[config.mk]
export PLATFORM = sky130hd
export DESIGN_NAME = aexm_wbarb
export DESIGN_NICKNAME = d
export VERILOG_FILES = /design/src/rtl/aexm_wbarb.sv
export SDC_FILE = /design/constraint.sdc
export NUM_CORES = 1
export LEC_CHECK = 0
export CAP_MARGIN = 40
export CORE_MARGIN = 8
export CORE_UTILIZATION = 46
export CTS_CLUSTER_DIAMETER = 150
export DETAILED_ROUTE_END_ITERATION = 16
export GPL_TIMING_DRIVEN = 1
export PLACE_DENSITY = 0.89
export SYNTH_ARGS = -nofsm -noshare
export SYNTH_HDL_FRONTEND = slang
export SYNTH_SLANG_ARGS = --single-unit
[constraint.sdc]
create_clock -name gclk -period 4.4 [get_ports gclk]
set_input_delay 1.1 -clock gclk [delete_from_list [all_inputs] [get_ports gclk]]
set_output_delay 1.1 -clock gclk [all_outputs]
set_load 0.02 [all_outputs]
[src/rtl/aexm_wbarb.sv]
// Register-file write-port arbiter: in-order pipeline writeback versus late load
// returns held in a 2-entry queue, with WAW kill, read-hazard flag and starvation stall.
module aexm_wbarb #(
    parameter int STARVE_LIM = 4
) (
    input  logic        gclk,
    input  logic        grst,
    input  logic        pipe_we,
    input  logic [4:0]  pipe_rd,
    input  logic [31:0] pipe_dat,
    output logic        pipe_stall,
    input  logic        lr_valid,
    output logic        lr_ready,
    input  logic [4:0]  lr_rd,
    input  logic [31:0] lr_dat,
    input  logic [4:0]  rd_chk_a,
    input  logic [4:0]  rd_chk_b,
    output logic        hazard,
    output logic        rf_we,
    output logic [4:0]  rf_waddr,
    output logic [31:0] rf_wdat,
    output logic [1:0]  pend_cnt
);

    typedef struct packed {
        logic        valid;
        logic        killed;
        logic [4:0]  rd;
        logic [31:0] dat;
    } lrEntry_t;

    typedef enum logic [1:0] {
        GNT_NONE,
        GNT_PIPE,
        GNT_HEAD
    } grant_e;

    localparam logic [2:0] STARVE_MAX = 3'(STARVE_LIM);

    lrEntry_t [1:0] pendQ;
    lrEntry_t [1:0] pendQNext;
    lrEntry_t       newEntry;
    logic [2:0]     starveCnt;
    logic [2:0]     starveNext;
    logic           stallNext;
    grant_e         grant;
    logic           headLive;
    logic           headKilled;
    logic           doPop;
    logic           doPush;

    // Slot 0 is always the head; a valid slot 1 implies a valid slot 0.
    assign pend_cnt   = {1'b0, pendQ[0].valid} + {1'b0, pendQ[1].valid};
    assign lr_ready   = ~grst & (pend_cnt != 2'd2);
    assign headLive   = pendQ[0].valid & ~pendQ[0].killed;
    assign headKilled = pendQ[0].valid & pendQ[0].killed;
    assign doPop      = (grant == GNT_HEAD) | headKilled;
    assign doPush     = lr_valid & lr_ready & (lr_rd != 5'd0);

    assign newEntry = '{valid: 1'b1, killed: 1'b0, rd: lr_rd, dat: lr_dat};

    always_comb begin
        grant = GNT_NONE;
        if (pipe_stall && headLive) begin
            grant = GNT_HEAD;
        end else if (pipe_we && (pipe_rd != 5'd0)) begin
            grant = GNT_PIPE;
        end else if (headLive) begin
            grant = GNT_HEAD;
        end
    end

    // NOTE: every variable gets its default first so no path through this block infers a latch.
    always_comb begin
        pendQNext = pendQ;
        if (doPop) begin
            pendQNext[0] = pendQ[1];
            pendQNext[1] = '0;
        end
        if (doPush) begin
            if (pendQNext[0].valid) begin
                pendQNext[1] = newEntry;
            end else begin
                pendQNext[0] = newEntry;
            end
        end
        // Kill runs after the enqueue: a same-edge pipeline write is the younger one.
        if (grant == GNT_PIPE) begin
            for (int i = 0; i < 2; i++) begin
                if (pendQNext[i].valid && (pendQNext[i].rd == pipe_rd)) begin
                    pendQNext[i].killed = 1'b1;
                end
            end
        end
    end

    always_comb begin
        starveNext = starveCnt;
        stallNext  = pipe_stall;
        if (doPop || !headLive) begin
            starveNext = '0;
        end else if (starveCnt != STARVE_MAX) begin
            starveNext = starveCnt + 3'd1;
        end
        if (doPop) begin
            stallNext = 1'b0;
        end else if (starveNext == STARVE_MAX) begin
            stallNext = 1'b1;
        end
    end

    always_comb begin
        hazard = 1'b0;
        for (int i = 0; i < 2; i++) begin
            if (pendQ[i].valid && !pendQ[i].killed && (pendQ[i].rd != 5'd0) &&
                ((pendQ[i].rd == rd_chk_a) || (pendQ[i].rd == rd_chk_b))) begin
                hazard = 1'b1;
            end
        end
    end

    // NOTE: the queue payload is reset along with the valid bits; it is only two entries and
    // a reset mid-operation must leave nothing that could later be written.
    always_ff @(posedge gclk or posedge grst) begin
        if (grst) begin
            pendQ      <= '0;
            starveCnt  <= '0;
            pipe_stall <= 1'b0;
            rf_we      <= 1'b0;
            rf_waddr   <= '0;
            rf_wdat    <= '0;
        end else begin
            pendQ      <= pendQNext;
            starveCnt  <= starveNext;
            pipe_stall <= stallNext;
            rf_we      <= (grant != GNT_NONE);
            if (grant == GNT_PIPE) begin
                rf_waddr <= pipe_rd;
                rf_wdat  <= pipe_dat;
            end else if (grant == GNT_HEAD) begin
                rf_waddr <= pendQ[0].rd;
                rf_wdat  <= pendQ[0].dat;
            end
        end
    end

endmodule

==> results_dict.tcl <==
set metrics [dict create \
    startpoint "rd_chk_b[4]" \
    grt_use_total_pct 19.6 \
    syn2layout_area_growth_pct 37.9 \
    grt_start_max_net_pins 45 \
    ioPinCount 131 \
    rr_startpoint "pendQ[38]" \
    die_h_um 128 \
    std_cell_rows 41 \
    skew_ps 10.3 \
    via_count 4851 \
    drc 0 \
    rsz0062_at_grt "false" \
    syn_inst 601 \
    detail_route.iter0.violations 372 \
    grt_antenna_before_repair 0 \
    ys_warn_count 0 \
    start_util_pct 46.6 \
    slew_viol_final 0 \
    dp.final_hpwl_um 10900 \
    cts_hold_repair.buffers 0 \
    crit_path_frequent_cell "clkdlybuf4s50_1" \
    crit_chain "clkdlybuf4s50_1, xnor2_1, nand3_1, nor3_1, a31oi_1, o22ai_1, clkdlybuf4s50_1" \
    yosysUniqueCellTypes 45 \
    grt-busiest-layer "met2" \
    finalPower_w 0.00585 \
    gr-usage-met1_pct 23.8 \
    path_delay_family "buffers and inverters" \
    cpPeakStageDelay_ps 640 \
    place_area_sq_mm 0.00741 \
    numCtsBuffers 17 \
    postCtsResizedCells 0 \
    yosysSeqAreaShare_pct 51.7 \
    place_congestion 0.909 \
    tns_ps 0 \
    powerDensity_mw_per_mm2 730 \
    overflow 0 \
    cts_tree "yes" \
    critPathRequiredTime_ps 3300 \
    met2_usage_pct 32.6 \
    ir_drop_uv 345 \
    wl_um 15600 \
    grt_pass1_vias 4944 \
    synth_area_sq_mm 0.00581 \
    cts_sinks 120 \
    cts_max_path_buffers 2 \
    syn_nets 695 \
    worst_path_max_delay_cell "clkdlybuf4s50_1" \
    post_cts_buffers 0 \
    fill_cells 970 \
    ys_ff_latch 120 \
    wl_per_cell_um 16.9 \
    critPathKind "in -> out" \
    core_sq_mm 0.0125 \
    hold_viol 0 \
    fin_crit_ps 4070 \
    tightestPinTransition_ps 820 \
    insertion_delay_ps 420 \
    endpoint_kind "output port" \
    fmax_mhz 246 \
    finalSetupViolCount 0 \
    dieArea_sq_mm 0.0165 \
    design_area_sq_mm 0.00801 \
    grt_use_met3_pct 4.92 \
    clk_pin_slew_ps 50 \
    num-nets-final 830 \
    critPathLaunchType "input port" \
    status "complete, no violations" \
    min_from "rf_wdat[27]" \
    crit_arrival_ps 2970 \
    grt_pass1_wl_um 25200 \
    power_leakage_nw 3.73 \
    cap_violations 0 \
    port_buffers 130 \
    die_x_um 128 \
    worstHoldPathType "reg -> reg" \
    diodes 0 \
    via_per_inst 5.27 \
    period_share_pct 92.5 \
    dr.pass1.iters 9 \
    ant_nets 0 \
    cts_root_buffer "clkbuf_16" \
    avgSynthCellArea_sq_um 9.67 \
    drive_gt1_share_pct 8.56 \
    worst-path-max-fanout 2 \
    cts-htree-levels 4 \
    path_buf_inv 2 \
    slew_headroom_pct 45.3 \
]
-- metal layers --
layer | part of all wire [%] | vias up
met2 | 49 | 168
met4 | 2.0 | 0
met3 | 6.2 | 23
li1 | - | 2318
met5 | 0 | -
met1 | 42 | 2342
-- logic make-up (layout without fill, tap and decap cells) --
kind of cell	after synthesis	count (layout)	share of synthesized area [%]
muxes	75	75	12.9
DFF	120	120	51.7
and+or+nand+nor	215	215	15.8
buffers and inverters	47	194	3.08
xor gates and xnor gates	28	28	4.22
adders and majority gates	6	6	1.29
AOI/OAI and AO/OA	110	110	11.0
-- flip-flops by register name, indices dropped and copies added, names as in the netlist --
register	cells
rf_wdat	32
rf_waddr	5
rf_we	1
pendQ	78
pipe_stall	1
starveCnt	3
-- worst reg2reg max path: cells and delay by family (launching register included) --
| family | cells | cell delay, ps |
|---|---|---|
| compound gates | 6 | 1310 |
| fa+ha+maj | 1 | 230 |
| buf+inv | 1 | 100 |
| flops | 1 | 430 |
| simple gates | 2 | 790 |
-- metrics by stage --
stage	cells	utilization [%]	worst slack, ps	hold WS, ps
5_1_grt	920	64.3	208	514
6_report	920	64.3	329	482
2_1_floorplan	601	-	114	466
4_1_cts	920	64.3	328	486
3_3_place_gp	888	59.3	263	464
3_5_place_dp	889	59.4	184	472
-- power breakdown --
group | total [W] | switching [W] | internal [W]
clock | 0.00140 | 0.000482 | 0.000921
sequential | 0.00192 | 0.000332 | 0.00158
combinational | 0.00253 | 0.00141 | 0.00112
total | 0.00585 | 0.00222 | 0.00362
-- worst paths after layout --
path / end / slack (ps) / depth (start not counted)
min reg2reg: rf_wdat[27] / 480 / 2
min: rf_wdat[27] / 480 / 2
max in group asynchronous: pendQ[27] / 2330 / 4
max reg2reg: pendQ[76] / 1470 / 10
max: hazard / 330 / 7
min in group asynchronous: pendQ[35] / 1160 / 2
-- final cells by class --
type	count	area (sq um)	share of cell area (%)
sequential	120	3000	37.5
multi-input combinational	434	2650	33.1
timing repair buffer	152	1490	18.6
clock buffer	25	515	6.44
tap	172	215	2.69
clock inverter	6	87.6	1.09
inverter	11	43.8	0.547
-- synth_stat cells, drive strengths merged --
master	count	area, sq um
a32o	2	20.0
o41ai	1	16.3
or2	1	6.26
o21ba	1	10.0
and2	1	6.26
a21boi	1	7.51
a22o	1	8.76
inv	11	41.3
a31oi	2	12.5
a21o	1	7.51
mux2i	74	741
mux2	1	11.3
nor2	12	47.6
a211oi	1	7.51
nand2	147	554
o211ai	1	7.51
o211a	1	10.0
xor2	13	114
o221ai	2	17.5
a211o	1	8.76
nand3	37	185
o31ai	2	15.0
nor2b	3	18.8
a21oi	8	43.8
clkbuf	28	105
nand2b	1	6.26
or4	4	33.8
xnor2	15	131
ha	6	75.1
buf	8	32.5
o21a	3	22.5
nor3b	2	20.0
o21ai	80	412
and3b	1	8.76
o22ai	2	12.5
nor3	6	30.0
dfrtp	120	3000
-- cells in the final DEF (no fill, tap or decap), types with 7 or more instances in the layout --
master           instances
nand3_1                 37
inv_1                   10
clkdlybuf4s50_1        130
mux2i_1                 74
nand2_1                146
a21oi_1                  7
buf_4                   20
clkbuf_16               17
nor2_1                  10
dfrtp_1                120
o21ai_0                 75
xnor2_1                 15
xor2_1                  13
Power figures use the tool's default switching activity.
